File: config.mk
export PLATFORM = sky130hd
export DESIGN_NAME = dram_lut_rd_valid_monitor_flat
export DESIGN_NICKNAME = d
export VERILOG_FILES = /design/src/rtl/dram_lut_rd_valid_monitor_if.sv /design/src/rtl/dram_lut_rd_valid_monitor.sv /design/src/flat_wrapper.sv
export SDC_FILE = /design/constraint.sdc
export NUM_CORES = 1
export LEC_CHECK = 0
export CORE_UTILIZATION = 40
export DETAILED_ROUTE_END_ITERATION = 16
export MAX_ROUTING_LAYER = met4
export PLACE_DENSITY = 0.67
export SETUP_SLACK_MARGIN = 0.1
export SLEW_MARGIN = 20
export SYNTH_ARGS = -nofsm -noshare
export SYNTH_HDL_FRONTEND = slang
export SYNTH_SLANG_ARGS = --single-unit
File: constraint.sdc
create_clock -name user_clk -period 5.5 [get_ports user_clk]
set_input_delay 1.375 -clock user_clk [delete_from_list [all_inputs] [get_ports user_clk]]
set_output_delay 1.375 -clock user_clk [all_outputs]
set_load 0.01 [all_outputs]
File: src/rtl/dram_lut_rd_valid_monitor_if.sv
// Request/beat strobes and status outputs shared by the DRAM LUT read-valid
// monitor and whatever drives it.
interface dram_lut_rd_valid_monitor_if;
    logic        rd_req;
    logic        rd_valid;
    logic        sw_clear;
    logic [31:0] user_data_in;
    logic        busy;

    modport master (
        output rd_req, rd_valid, sw_clear,
        input  user_data_in, busy
    );

    modport slave (
        input  rd_req, rd_valid, sw_clear,
        output user_data_in, busy
    );
endinterface

File: src/rtl/dram_lut_rd_valid_monitor.sv
// Tracks DRAM LUT read requests against returned read-valid beats, measures
// first-beat latency and packs the statistics into the software status word.
module dram_lut_rd_valid_monitor #(
    parameter int BEATS_PER_REQ = 2,
    parameter int FIFO_AW       = 4,
    parameter int TS_W          = 8
) (
    input  logic                       user_clk,
    input  logic                       user_rst,
    dram_lut_rd_valid_monitor_if.slave bus
);
    localparam int DEPTH = 1 << FIFO_AW;

    typedef logic [FIFO_AW:0] occ_t;
    typedef logic [TS_W-1:0]  ts_t;

    localparam occ_t       OCC_FULL   = occ_t'(DEPTH);
    localparam logic [1:0] LAST_PHASE = 2'(BEATS_PER_REQ - 1);

    ts_t                r_mem [DEPTH];
    logic [FIFO_AW-1:0] r_wr_ptr;
    logic [FIFO_AW-1:0] r_rd_ptr;
    occ_t               r_occ;
    logic [1:0]         r_phase;
    ts_t                r_ts;
    ts_t                r_last_lat;
    ts_t                r_max_lat;
    logic [15:0]        r_beat_cnt;
    logic               r_err_ovf;
    logic               r_err_unf;
    logic [31:0]        r_status;
    logic               r_busy;

    logic        w_has_req;
    logic        w_full;
    logic        w_push;
    logic        w_pop;
    ts_t         w_lat;
    occ_t        w_occ_nxt;
    logic [1:0]  w_phase_nxt;
    logic [15:0] w_beat_nxt;
    ts_t         w_last_nxt;
    ts_t         w_max_nxt;
    logic        w_ovf_nxt;
    logic        w_unf_nxt;
    logic [4:0]  w_occ_sat;

    // NOTE: every always_comb output gets a default first so no path can infer a latch.
    always_comb begin
        w_has_req = (r_occ != '0);
        w_full    = (r_occ == OCC_FULL);
        w_lat     = r_ts - r_mem[r_rd_ptr];
        w_pop     = bus.rd_valid && w_has_req && (r_phase == LAST_PHASE);
        // A completing beat frees the head slot before the new request lands.
        w_push    = bus.rd_req && (!w_full || w_pop);

        w_occ_nxt = r_occ;
        if (w_push && !w_pop) begin
            w_occ_nxt = r_occ + occ_t'(1);
        end else if (w_pop && !w_push) begin
            w_occ_nxt = r_occ - occ_t'(1);
        end

        w_phase_nxt = r_phase;
        if (bus.rd_valid && w_has_req) begin
            w_phase_nxt = w_pop ? 2'd0 : r_phase + 2'd1;
        end

        w_beat_nxt = r_beat_cnt;
        w_last_nxt = r_last_lat;
        w_max_nxt  = r_max_lat;
        w_ovf_nxt  = r_err_ovf;
        w_unf_nxt  = r_err_unf;
        if (bus.sw_clear) begin
            w_beat_nxt = '0;
            w_last_nxt = '0;
            w_max_nxt  = '0;
            w_ovf_nxt  = 1'b0;
            w_unf_nxt  = 1'b0;
        end else begin
            if (bus.rd_valid) begin
                w_beat_nxt = r_beat_cnt + 16'd1;
            end
            if (bus.rd_valid && w_has_req && (r_phase == 2'd0)) begin
                w_last_nxt = w_lat;
                w_max_nxt  = (w_lat > r_max_lat) ? w_lat : r_max_lat;
            end
            if (bus.rd_req && w_full && !w_pop) begin
                w_ovf_nxt = 1'b1;
            end
            if (bus.rd_valid && !w_has_req) begin
                w_unf_nxt = 1'b1;
            end
        end

        w_occ_sat = (32'(w_occ_nxt) > 32'd31) ? 5'd31 : 5'(w_occ_nxt);
    end

    // NOTE: sequential state uses non-blocking assignments only, so every register samples pre-edge values.
    always_ff @(posedge user_clk) begin
        if (user_rst) begin
            r_ts       <= '0;
            r_wr_ptr   <= '0;
            r_rd_ptr   <= '0;
            r_occ      <= '0;
            r_phase    <= '0;
            r_beat_cnt <= '0;
            r_last_lat <= '0;
            r_max_lat  <= '0;
            r_err_ovf  <= 1'b0;
            r_err_unf  <= 1'b0;
            r_status   <= '0;
            r_busy     <= 1'b0;
        end else begin
            r_ts <= r_ts + ts_t'(1);
            if (w_push) begin
                r_wr_ptr <= r_wr_ptr + FIFO_AW'(1);
            end
            if (w_pop) begin
                r_rd_ptr <= r_rd_ptr + FIFO_AW'(1);
            end
            r_occ      <= w_occ_nxt;
            r_phase    <= w_phase_nxt;
            r_beat_cnt <= w_beat_nxt;
            r_last_lat <= w_last_nxt;
            r_max_lat  <= w_max_nxt;
            r_err_ovf  <= w_ovf_nxt;
            r_err_unf  <= w_unf_nxt;
            r_busy     <= (w_occ_nxt != '0);
            r_status   <= {w_ovf_nxt, w_unf_nxt, w_occ_sat, (w_occ_nxt != '0),
                           8'(w_max_nxt), 8'(w_last_nxt), w_beat_nxt[7:0]};
        end
    end

    // NOTE: the timestamp store has no reset; occupancy gates every read, so stale entries are never used.
    always_ff @(posedge user_clk) begin
        if (w_push) begin
            r_mem[r_wr_ptr] <= r_ts;
        end
    end

    assign bus.user_data_in = r_status;
    assign bus.busy         = r_busy;
endmodule
File: src/flat_wrapper.sv
// flat-port wrapper written by rule: the top's interface ports become plain ports
module dram_lut_rd_valid_monitor_flat 
#(
    parameter int BEATS_PER_REQ = 2,
    parameter int FIFO_AW       = 4,
    parameter int TS_W          = 8
)
  (user_clk, user_rst, bus_rd_req, bus_rd_valid, bus_sw_clear, bus_user_data_in, bus_busy);
  dram_lut_rd_valid_monitor_if bus_i ();
  input  logic user_clk;
  input  logic user_rst;
  input wire logic [$bits(bus_i.rd_req)-1:0] bus_rd_req;
  input wire logic [$bits(bus_i.rd_valid)-1:0] bus_rd_valid;
  input wire logic [$bits(bus_i.sw_clear)-1:0] bus_sw_clear;
  output wire logic [$bits(bus_i.user_data_in)-1:0] bus_user_data_in;
  output wire logic [$bits(bus_i.busy)-1:0] bus_busy;
  assign bus_i.rd_req = bus_rd_req;
  assign bus_i.rd_valid = bus_rd_valid;
  assign bus_i.sw_clear = bus_sw_clear;
  assign bus_user_data_in = bus_i.user_data_in;
  assign bus_busy = bus_i.busy;
  dram_lut_rd_valid_monitor #(.BEATS_PER_REQ(BEATS_PER_REQ), .FIFO_AW(FIFO_AW), .TS_W(TS_W)) u_core (.user_clk(user_clk), .user_rst(user_rst), .bus(bus_i));
endmodule
==> impl_metrics.tcl <==
set metrics [dict create \
    power_leakage_nw 3.10 \
    chipHeight_um 141 \
    cts_buffers 17 \
    synth_seq_cells 182 \
    tightest_slew_ps 1060 \
    postRouteAntennaNets 0 \
    post_cts_resized 0 \
    slew_viol_final 0 \
    dp.cells 814 \
    syn_avg_cell_area_um2 14.8 \
    hold_viol 0 \
    fillers 1591 \
    postSynthCellCount 524 \
    die-area_um2 19900 \
    rsz0062_at_grt "false" \
    vias 4396 \
    report.final.setup_viol 0 \
    clock_skew_ps 7.44 \
    cts_tree "done" \
    synthToLayoutAreaGrowth_pct 16.4 \
    setup-tns-final_ps 0 \
    instances_no_fill 846 \
    setup.worst_path.end_class "register" \
    ys.flop_type "edfxtp_1" \
    fmax_ghz 0.207 \
    cts_sinks 182 \
    ys_top_cells_by_area "edfxtp_1 50%, dfxtp_1 14%, mux4_2 9.0%, ha_1 4.2%, nor2_1 2.8%" \
    cts_buffer_depth 2 \
    max_slew_margin_pct 29.0 \
    die_x_um 141 \
    root_buffer "clkbuf_16" \
    grt_pass1_vias 4450 \
    grt_max_degree 30 \
    cts-htree-levels 4 \
    status "finished, final reports clean" \
    initial_utilization_pct 41.1 \
    drtIter0Drc 353 \
    drive_gt1_share_pct 13.8 \
    peakVddDrop_mv 0.201 \
    cts-hold-fix-buffers 0 \
    routed_wl_um 15600 \
    ys_warn_count 0 \
    row_count 50 \
    startpoint_type "register" \
    yosysTopAreaCellShare_pct 49.7 \
    power_density_nw_per_um2 339 \
    gr-total-overflow 0 \
    netlist_area_um2 7740 \
    via_per_inst 5.20 \
    max_cap_viol_count 0 \
    nets 605 \
    worstSkewPairLatency_ps 430 \
    post_cts_buffers 0 \
    post-route-min-period_ps 4820 \
    synthDistinctLibCells 51 \
    place_congestion 0.827 \
    layout_common_cells "128 x edfxtp_1, 57 x nor2_1, 53 x dfxtp_1, 37 x clkdlybuf4s50_1, 31 x mux4_2" \
    antenna_found_initial 0 \
    drt_first_pass_iters 6 \
    path_class "register to register" \
    worst-path-max-fanout 17 \
    pin_count 38 \
    worstPathRequired_ps 5800 \
    synth_edf_count 128 \
    io_buffers 37 \
    clkTransAtPathRegs_ps 60 \
    grt_pass1_wl_um 24700 \
    drc 0 \
    fin_crit_sh_pct 87.6 \
    min_path_type "register to register" \
    reg2reg_depth 16 \
    arrival_ps 5120 \
    hpwl_um 10700 \
    grtUsageTotal_pct 17.3 \
    r2r_slack_ps 680 \
    diodes 0 \
    hold_depth 2 \
    synth-seq-area-share_pct 63.6 \
    coreArea_um2 18800 \
    yosysTopAreaCell "edfxtp_1" \
    async_reset_ff_share_pct 0 \
    final_common_cell "edfxtp_1" \
    routedWlPerCell_um 18.5 \
    synthesis.nets 556 \
]
## kinds of logic after synthesis
| kind of cell | synth area share, % |
|---|---|
| AOI/OAI and AO/OA | 3.64 |
| xor gates and xnor gates | 2.94 |
| adders and majority gates | 4.46 |
| buffers and inverters | 3.14 |
| DFF | 63.6 |
| muxes | 13.0 |
| and+or+nand+nor | 9.14 |
## layout make-up
cell class / instances / area, µm² / share of cell area [%]
clock buffers: 23 / 478 / 5.31
repair buffers: 54 / 498 / 5.53
multi-input cells: 290 / 2570 / 28.5
well taps: 260 / 325 / 3.61
inverters: 28 / 105 / 1.17
flip-flops and latches: 182 / 4930 / 54.7
clock inverters: 9 / 101 / 1.13
## worst max-delay path, stage by stage (launching register included)
cell	delay [ps]
dfxtp_2	710
buf_4	300
mux4_2	510
mux4_1	500
inv_1	100
ha_1	280
a21oi_1	310
nor2b_1	90
o311ai_0	460
buf_4	210
ha_1	240
o21ai_0	170
nor2_1	60
o31ai_1	300
buf_4	210
mux2i_1	200
nor2_1	50
## power breakdown
group	switching, mW	total [mW]	leakage (nW)	internal [mW]
Clock	0.489	1.19	0.278	0.701
Sequential	0.0307	1.52	1.63	1.49
Combinational	0.184	0.342	1.20	0.157
## Yosys cell counts (all sizes together), types with 2 or more instances
cell type / n
or4: 2
o211a: 2
mux4: 39
nand4: 9
mux2i: 10
dfxtp: 54
nor3b: 3
edfxtp: 128
o21ai: 5
and2: 8
nor2b: 5
a211oi: 4
o211ai: 2
buf: 11
a31oi: 2
nor2: 57
nor4: 5
ha: 26
nor3: 5
or2: 3
xor2: 16
and3: 4
xnor2: 10
nand2: 24
clkbuf: 13
nand3: 12
a21oi: 16
or3: 2
a41oi: 2
inv: 28
a21o: 2
## flip-flops by register name, summed over array words and instances, names as in the netlist, named ones only
signal and count:
u_core.r_mem 128, u_core.bus.user_data_in 32, u_core.r_ts 8, u_core.r_rd_ptr 4, u_core.r_wr_ptr 4, u_core.r_phase 2
## final timing paths
kind,from,to
worst max-delay path,register,u_core.bus.user_data_in[17]$_SDFFE_PP0P_
worst min-delay path,u_core.bus.user_data_in[14]$_SDFFE_PP0P_,u_core.bus.user_data_in[14]$_SDFFE_PP0P_
worst min register to register,u_core.bus.user_data_in[14]$_SDFFE_PP0P_,u_core.bus.user_data_in[14]$_SDFFE_PP0P_
worst max register to register,register,u_core.bus.user_data_in[17]$_SDFFE_PP0P_
## per-stage QoR
step | setup WS, ps | utilization, % | total power, mW | hold WS [ps] | instance area (µm²)
2_1_floorplan | 900 | - | 1.78 | 438 | 7740
3_3_place_gp | 863 | 44.7 | 1.87 | 443 | 8420
3_5_place_dp | 716 | 44.7 | 1.89 | 448 | 8420
4_1_cts | 693 | 47.8 | 3.07 | 461 | 9000
5_1_grt | 337 | 47.8 | 3.17 | 482 | 9000
6_report | 680 | 47.8 | 3.05 | 460 | 9000
## metal layers
layer	up-vias	part of all wire (%)	global-route usage, %	wire [µm]
li1	2066	-	-	-
met1	2209	46	22.8	7240
met5	-	0	-	0
met4	0	1.7	6.29	265
met2	97	48	26.7	7490
met3	24	3.9	3.50	615
No activity file was read; power rests on OpenSTA's default activity.
